File: src/rtl/mux_cfg_pkg.sv
// Shared definitions for the v_line routing configuration controller:
// register word offsets, STATUS bit positions, legal config range and sequencer states.
package mux_cfg_pkg;

    localparam int CFG_W = 4;
    localparam logic [CFG_W-1:0] MAX_CONFIG = 4'd3;

    localparam logic [1:0] OFF_CONFIG = 2'd0;
    localparam logic [1:0] OFF_STATUS = 2'd1;
    localparam logic [1:0] OFF_TIMING = 2'd2;

    localparam int STAT_BUSY      = 0;
    localparam int STAT_ERR_RANGE = 1;
    localparam int STAT_ERR_BUSY  = 2;
    localparam int STAT_CFG_LSB   = 4;

    typedef enum logic [1:0] {
        ST_IDLE    = 2'd0,
        ST_QUIESCE = 2'd1,
        ST_SWITCH  = 2'd2,
        ST_SETTLE  = 2'd3
    } seq_state_t;

endpackage

File: src/rtl/mux_cfg_seq.sv
// Switch sequencer: isolates pads and holds macros in reset around a mux select change,
// with programmable quiesce/settle windows captured when the sequence starts.
module mux_cfg_seq
    import mux_cfg_pkg::*;
#(
    parameter logic [CFG_W-1:0] RESET_CONFIG = 4'd0,
    parameter int               N_MACROS     = 4
) (
    input  logic                i_clk,
    input  logic                i_rst_n,
    input  logic                i_start,
    input  logic [CFG_W-1:0]    i_target,
    input  logic [7:0]          i_quiesce,
    input  logic [7:0]          i_settle,
    output logic [CFG_W-1:0]    o_configuration,
    output logic                o_pad_oe_en,
    output logic [N_MACROS-1:0] o_macro_rst_n,
    output logic                o_busy
);

    seq_state_t       r_state;
    seq_state_t       w_nextState;
    logic [7:0]       r_cnt;
    logic [7:0]       w_nextCnt;
    logic [7:0]       r_settle;
    logic [CFG_W-1:0] r_configuration;
    logic             r_live;
    logic             w_loadCfg;

    // r_live keeps pads isolated until the first clock after reset release.
    always_ff @(posedge i_clk or negedge i_rst_n) begin
        if (!i_rst_n) begin
            r_state         <= ST_IDLE;
            r_cnt           <= 8'd0;
            r_settle        <= 8'd0;
            r_configuration <= RESET_CONFIG;
            r_live          <= 1'b0;
        end else begin
            r_state <= w_nextState;
            r_cnt   <= w_nextCnt;
            r_live  <= 1'b1;
            if (r_state == ST_IDLE && i_start)
                r_settle <= i_settle;
            if (w_loadCfg)
                r_configuration <= i_target;
        end
    end

    always_comb begin
        w_nextState = r_state;
        w_nextCnt   = r_cnt;
        w_loadCfg   = 1'b0;
        o_pad_oe_en = 1'b0;
        o_busy      = 1'b1;
        case (r_state)
            ST_IDLE: begin
                o_busy      = 1'b0;
                o_pad_oe_en = r_live;
                if (i_start) begin
                    w_nextState = ST_QUIESCE;
                    w_nextCnt   = (i_quiesce == 8'd0) ? 8'd1 : i_quiesce;
                end
            end
            ST_QUIESCE: begin
                if (r_cnt <= 8'd1) begin
                    w_nextState = ST_SWITCH;
                    w_nextCnt   = 8'd0;
                end else begin
                    w_nextCnt = r_cnt - 8'd1;
                end
            end
            ST_SWITCH: begin
                w_loadCfg = 1'b1;
                if (r_settle == 8'd0) begin
                    w_nextState = ST_IDLE;
                end else begin
                    w_nextState = ST_SETTLE;
                    w_nextCnt   = r_settle;
                end
            end
            ST_SETTLE: begin
                if (r_cnt <= 8'd1) begin
                    w_nextState = ST_IDLE;
                    w_nextCnt   = 8'd0;
                end else begin
                    w_nextCnt = r_cnt - 8'd1;
                end
            end
            default: w_nextState = ST_IDLE;
        endcase
    end

    assign o_configuration = r_configuration;
    assign o_macro_rst_n   = {N_MACROS{o_pad_oe_en}};

endmodule

File: src/rtl/mux_config_ctrl.sv
// Wishbone slave front-end for the v_line routing mux: decodes the 3-word register window,
// holds target/timing/error registers and hands accepted switch requests to mux_cfg_seq.
module mux_config_ctrl
    import mux_cfg_pkg::*;
#(
    parameter logic [31:0]      BASE_ADR     = 32'h3000_0000,
    parameter logic [CFG_W-1:0] RESET_CONFIG = 4'd0,
    parameter int               N_MACROS     = 4,
    parameter logic [7:0]       Q_DEFAULT    = 8'd4,
    parameter logic [7:0]       S_DEFAULT    = 8'd4
) (
    input  logic                wb_clk_i,
    input  logic                wb_rst_ni,
    input  logic                wbs_stb_i,
    input  logic                wbs_cyc_i,
    input  logic                wbs_we_i,
    input  logic [3:0]          wbs_sel_i,
    input  logic [31:0]         wbs_dat_i,
    input  logic [31:0]         wbs_adr_i,
    output logic                wbs_ack_o,
    output logic [31:0]         wbs_dat_o,
    output logic [CFG_W-1:0]    configuration,
    output logic                pad_oe_en,
    output logic [N_MACROS-1:0] macro_rst_n,
    output logic                busy
);

    logic             r_ack;
    logic [31:0]      r_dat;
    logic             r_start;
    logic [CFG_W-1:0] r_target;
    logic [7:0]       r_quiesce;
    logic [7:0]       r_settle;
    logic             r_errRange;
    logic             r_errBusy;

    logic             w_hit;
    logic             w_accept;
    logic             w_write;
    logic [1:0]       w_offset;
    logic [CFG_W-1:0] w_newCfg;
    logic             w_cfgWrite;
    logic             w_statWrite;
    logic             w_timWrite;
    logic             w_pending;
    logic             w_setRange;
    logic             w_setBusy;
    logic             w_clrRange;
    logic             w_clrBusy;
    logic             w_cfgAccept;
    logic [31:0]      w_rdData;
    logic             w_unused;

    // A request is taken only while ack is low, so a held strobe is acked every other cycle.
    assign w_hit       = wbs_cyc_i && wbs_stb_i && (wbs_adr_i[31:4] == BASE_ADR[31:4]);
    assign w_accept    = w_hit && !r_ack;
    assign w_write     = w_accept && wbs_we_i;
    assign w_offset    = wbs_adr_i[3:2];
    assign w_newCfg    = wbs_dat_i[CFG_W-1:0];

    assign w_cfgWrite  = w_write && (w_offset == OFF_CONFIG) && wbs_sel_i[0];
    assign w_statWrite = w_write && (w_offset == OFF_STATUS) && wbs_sel_i[0];
    assign w_timWrite  = w_write && (w_offset == OFF_TIMING);

    // r_start covers the one cycle before the sequencer reports busy.
    assign w_pending   = busy || r_start;
    assign w_setRange  = w_cfgWrite && (w_newCfg > MAX_CONFIG);
    assign w_setBusy   = w_cfgWrite && !w_setRange && w_pending;
    assign w_cfgAccept = w_cfgWrite && !w_setRange && !w_pending;
    assign w_clrRange  = w_statWrite && wbs_dat_i[STAT_ERR_RANGE];
    assign w_clrBusy   = w_statWrite && wbs_dat_i[STAT_ERR_BUSY];

    assign w_unused    = ^{wbs_adr_i[1:0], wbs_dat_i[31:16], wbs_sel_i[3:2]};

    always_comb begin
        w_rdData = '0;
        case (w_offset)
            OFF_CONFIG: w_rdData[CFG_W-1:0] = r_target;
            OFF_STATUS: begin
                w_rdData[STAT_BUSY]                  = busy;
                w_rdData[STAT_ERR_RANGE]             = r_errRange;
                w_rdData[STAT_ERR_BUSY]              = r_errBusy;
                w_rdData[STAT_CFG_LSB +: CFG_W]      = configuration;
            end
            OFF_TIMING: w_rdData[15:0] = {r_settle, r_quiesce};
            default:    w_rdData = '0;
        endcase
    end

    always_ff @(posedge wb_clk_i or negedge wb_rst_ni) begin
        if (!wb_rst_ni) begin
            r_ack      <= 1'b0;
            r_dat      <= '0;
            r_start    <= 1'b0;
            r_target   <= RESET_CONFIG;
            r_quiesce  <= Q_DEFAULT;
            r_settle   <= S_DEFAULT;
            r_errRange <= 1'b0;
            r_errBusy  <= 1'b0;
        end else begin
            r_ack   <= w_accept;
            r_dat   <= (w_accept && !wbs_we_i) ? w_rdData : '0;
            r_start <= w_cfgAccept && (w_newCfg != configuration);
            if (w_cfgAccept)
                r_target <= w_newCfg;
            if (w_timWrite && wbs_sel_i[0])
                r_quiesce <= wbs_dat_i[7:0];
            if (w_timWrite && wbs_sel_i[1])
                r_settle <= wbs_dat_i[15:8];
            // A new error in the same cycle as its clear takes priority.
            r_errRange <= w_setRange || (r_errRange && !w_clrRange);
            r_errBusy  <= w_setBusy  || (r_errBusy  && !w_clrBusy);
        end
    end

    assign wbs_ack_o = r_ack;
    assign wbs_dat_o = r_dat;

    mux_cfg_seq #(
        .RESET_CONFIG (RESET_CONFIG),
        .N_MACROS     (N_MACROS)
    ) u_seq (
        .i_clk           (wb_clk_i),
        .i_rst_n         (wb_rst_ni),
        .i_start         (r_start),
        .i_target        (r_target),
        .i_quiesce       (r_quiesce),
        .i_settle        (r_settle),
        .o_configuration (configuration),
        .o_pad_oe_en     (pad_oe_en),
        .o_macro_rst_n   (macro_rst_n),
        .o_busy          (busy)
    );

endmodule

File: config.mk
export PLATFORM = sky130hd
export DESIGN_NAME = mux_config_ctrl
export DESIGN_NICKNAME = d
export VERILOG_FILES = /design/src/rtl/mux_cfg_pkg.sv /design/src/rtl/mux_cfg_seq.sv /design/src/rtl/mux_config_ctrl.sv
export SDC_FILE = /design/constraint.sdc
export NUM_CORES = 1
export LEC_CHECK = 0
export CORE_MARGIN = 8
export CORE_UTILIZATION = 50
export CTS_BUF_LIST = sky130_fd_sc_hd__clkbuf_8
export DETAILED_ROUTE_END_ITERATION = 16
export HOLD_SLACK_MARGIN = 0.02
export PLACE_DENSITY = 0.95
export SETUP_SLACK_MARGIN = 0.1
export SLEW_MARGIN = 15
export SYNTH_ARGS = -nofsm -noshare
export SYNTH_HDL_FRONTEND = slang
export SYNTH_SLANG_ARGS = --single-unit
File: constraint.sdc
create_clock -name wb_clk_i -period 5.55 [get_ports wb_clk_i]
set_clock_uncertainty 0.2 [all_clocks]
set_input_delay 0.8325 -clock wb_clk_i [delete_from_list [all_inputs] [get_ports wb_clk_i]]
set_output_delay 0.8325 -clock wb_clk_i [all_outputs]
set_load 0.02 [all_outputs]
==> impl_metrics.json <==
{
  "cts_setup_buffers": 0,
  "end_kind": "output port",
  "antenna_found_initial": 0,
  "grt_use_total_pct": 18.4,
  "clk_latency_ns": 0.33,
  "cts_max_level": 3,
  "hp-class": "reg -> reg",
  "ir_worst_vdd_v": 0.000338,
  "nets": 423,
  "fillCellCount": 443,
  "finalMaxSlewViolations": 0,
  "period_minus_slack_ns": 3.36,
  "met1_usage_pct": 21.6,
  "via_per_inst": 5.93,
  "cts.clk_slew.worst_paths_ns": 0.07,
  "sw_frac_of_total_pct": 24.8,
  "finalHoldViolCount": 0,
  "grt-ovfl-total": 0,
  "timing.rr.start": "u_seq.r_state[0]$_DFFE_PN0P_",
  "start_util_pct": 51.1,
  "synthTopCellsByCount": "dfrtp_1, mux2_2, buf_4, nor4_1, inv_1",
  "arrival_ns": 2.33,
  "tns_ns": 0,
  "yosysSeqAreaShare_pct": 49.2,
  "tritoncts": "built",
  "synth_edf_count": 0,
  "path_cells": "or2_2 > nor2_1 > clkdlybuf4s50_1",
  "synth_top_area_cell": "dfrtp_1",
  "wl_um": 8040,
  "grt_pass1_vias": 2554,
  "drive_gt1_share_pct": 17.8,
  "period_share_pct": 60.5,
  "globalRouteMet2Util_pct": 31.4,
  "p_leak_nw": 1.89,
  "p_clk_share_pct": 39.9,
  "cts_max_path_buffers": 2,
  "n_antenna_cell": 0,
  "place_congestion": 0.906,
  "async_flop_share_pct": 100,
  "ctsResizeCount": 0,
  "numCtsBuffers": 9,
  "power.share.sequential_pct": 44.4,
  "syn_inst": 270,
  "vias": 2519,
  "p_switching_w": 0.000265,
  "cp.required_ns": 4.52,
  "p_per_area_nw_per_um2": 257,
  "post_drt_wl_per_cell_um": 18.9,
  "grt_setup_unrepaired": "no",
  "setup_viol": 0,
  "dp_hpwl_um": 6000,
  "maxCapViolations": 0,
  "critPathLaunchType": "flop",
  "cts_hold_buf": 0,
  "synth.most_common_cell": "dfrtp_1",
  "ys_types": 61,
  "cp-startpoint": "u_seq.r_state[0]$_DFFE_PN0P_",
  "clock.fmax_mhz": 298,
  "syn-cell-area_um2": 3210,
  "timing.critical_path.slowest_stage_cell": "clkdlybuf4s50_1",
  "crit_fanout": 17,
  "coreArea_um2": 6280,
  "die_y_um": 96.1,
  "cts.sink_count": 63,
  "ys.flop_type": "dfrtp_1",
  "io_buffers": 79,
  "synth.area.top_cells": "dfrtp_1, mux2_2, buf_4",
  "root_buffer": "clkbuf_8",
  "hold_start": "r_settle[5]$_DFFE_PN0P_",
  "p_total_w": 0.00107,
  "grt_use_met3_pct": 3.59,
  "ys_ff_latch": 63,
  "syn_area_per_cell_um2": 11.9,
  "die_w_um": 96.1,
  "grt_max_degree": 64,
  "synth_top_area_share_pct": 47.6,
  "ant_nets": 0,
  "syn2layout_area_growth_pct": 29.6,
  "worst_slew_pin_slew_ns": 0.776,
  "cp_slowest_stage_delay_ns": 0.67,
  "criticalPathCategory": "reg -> out",
  "drt_iter0_markers": 277,
  "intPower_w": 0.000804,
  "ios": 116,
  "combinationalPowerShare_pct": 15.7,
  "drt_first_pass_iters": 5,
  "fp-row-count": 29,
  "outcome": "finished clean",
  "relSlewSlack_pct": 48.1,
  "grt-busiest-layer": "met2",
  "yosysWarnings": 0,
  "grt_pass1_wl_um": 12900,
  "drcViolationCount": 0,
  "dieArea_um2": 9230
}
[routing by layer]
layer | up-vias | share of wire, %
li1 | 1116 | -
met1 | 1241 | 39
met2 | 142 | 51
met3 | 20 | 7.3
met4 | 0 | 3.2
met5 | - | 0
[power by group through the flow]
stage	sequential, W	clock, W	combinational [W]
after CTS	0.000474	0.000431	0.000168
after global placement	0.000482	0	0.000163
after global routing	0.000475	0.000456	0.000180
final	0.000475	0.000426	0.000168
after floorplan	0.000473	0	0.000113
after detailed placement	0.000483	0	0.000166
[worst paths after layout]
path                                                   endpoint  slack (ns)  cells after the start
setup / recovery                                 macro_rst_n[1]        2.19                      3
hold / removal                          wbs_dat_o[13]$_DFF_PN0_        0.31                      1
setup reg to reg                        r_target[0]$_DFFE_PN0P_        2.99                      4
hold reg to reg                         wbs_dat_o[13]$_DFF_PN0_        0.31                      1
max in group asynchronous                wbs_dat_o[0]$_DFF_PN0_        4.18                      2
min in group asynchronous  u_seq.o_configuration[1]$_DFFE_PN0P_        0.45                      2
[worst max-delay path: cells and delay by family (launching register included)]
kind	cells	cell delay, ns
simple gates	2	0.69
buf+inv	1	0.67
flops	1	0.62
[stage by stage]
step / hold slack (ns) / instances / utilization [%] / cell area (µm²) / setup slack, ns
after global routing: 0.334 / 425 / 66.2 / 4160 / 2.12
after floorplan: 0.266 / 285 / - / 3260 / 2.86
after CTS: 0.317 / 425 / 66.2 / 4160 / 2.20
after detailed placement: 0.297 / 410 / 62.8 / 3950 / 2.24
after global placement: 0.289 / 410 / 62.8 / 3950 / 2.28
final: 0.311 / 425 / 66.2 / 4160 / 2.19
[final cells by class]
class	count	area, µm²	area share (%)
multi-input combinational	180	1440	34.6
clock buffer	10	138	3.31
tap	77	96.3	2.32
inverter	10	37.5	0.903
sequential	63	1580	38.0
clock inverter	5	73.8	1.78
timing repair buffer	80	793	19.1
[flip-flops by register name (all words and copies together) (netlist names)]
name / flops
wbs_dat_o: 16
r_quiesce: 8
r_settle: 8
u_seq.r_cnt: 8
u_seq.r_settle: 8
r_target: 4
u_seq.o_configuration: 4
u_seq.r_state: 2
r_errBusy: 1
r_errRange: 1
r_start: 1
u_seq.r_live: 1
wbs_ack_o: 1
[layout by cell type (no fill, tap or decap), types with 3 or more instances in the layout]
cell type and count:
mux2i_1 9, ha_1 6, a222oi_1 3, clkbuf_8 10, nor4b_2 4, nor3_1 9, clkdlybuf4s50_1 78, inv_1 11
o21a_1 3, a22oi_1 5, o21ai_0 4, nor2_1 6, nand4_1 3, conb_1 17, dfrtp_1 61, nand3_1 4
nor4_1 15, and2_1 9, mux2_2 31, xor2_1 4, nor2b_1 4
[kinds of logic (layout without fill, tap and decap cells)]
group                    Yosys count  count (layout)  synth area share, %
AO/OA/AOI/OAI                     38              38                 9.48
buffers and inverters             42             105                 7.65
adder cells (fa/ha/maj)            6               6                 2.34
other                              2              17                0.234
AND/OR/NAND/NOR                   75              75                 16.3
multiplexers                      40              40                 13.7
flip-flops                        63              63                 49.2
XOR/XNOR                           4               4                 1.09
Note: power is estimated with default switching activity, not from simulation.
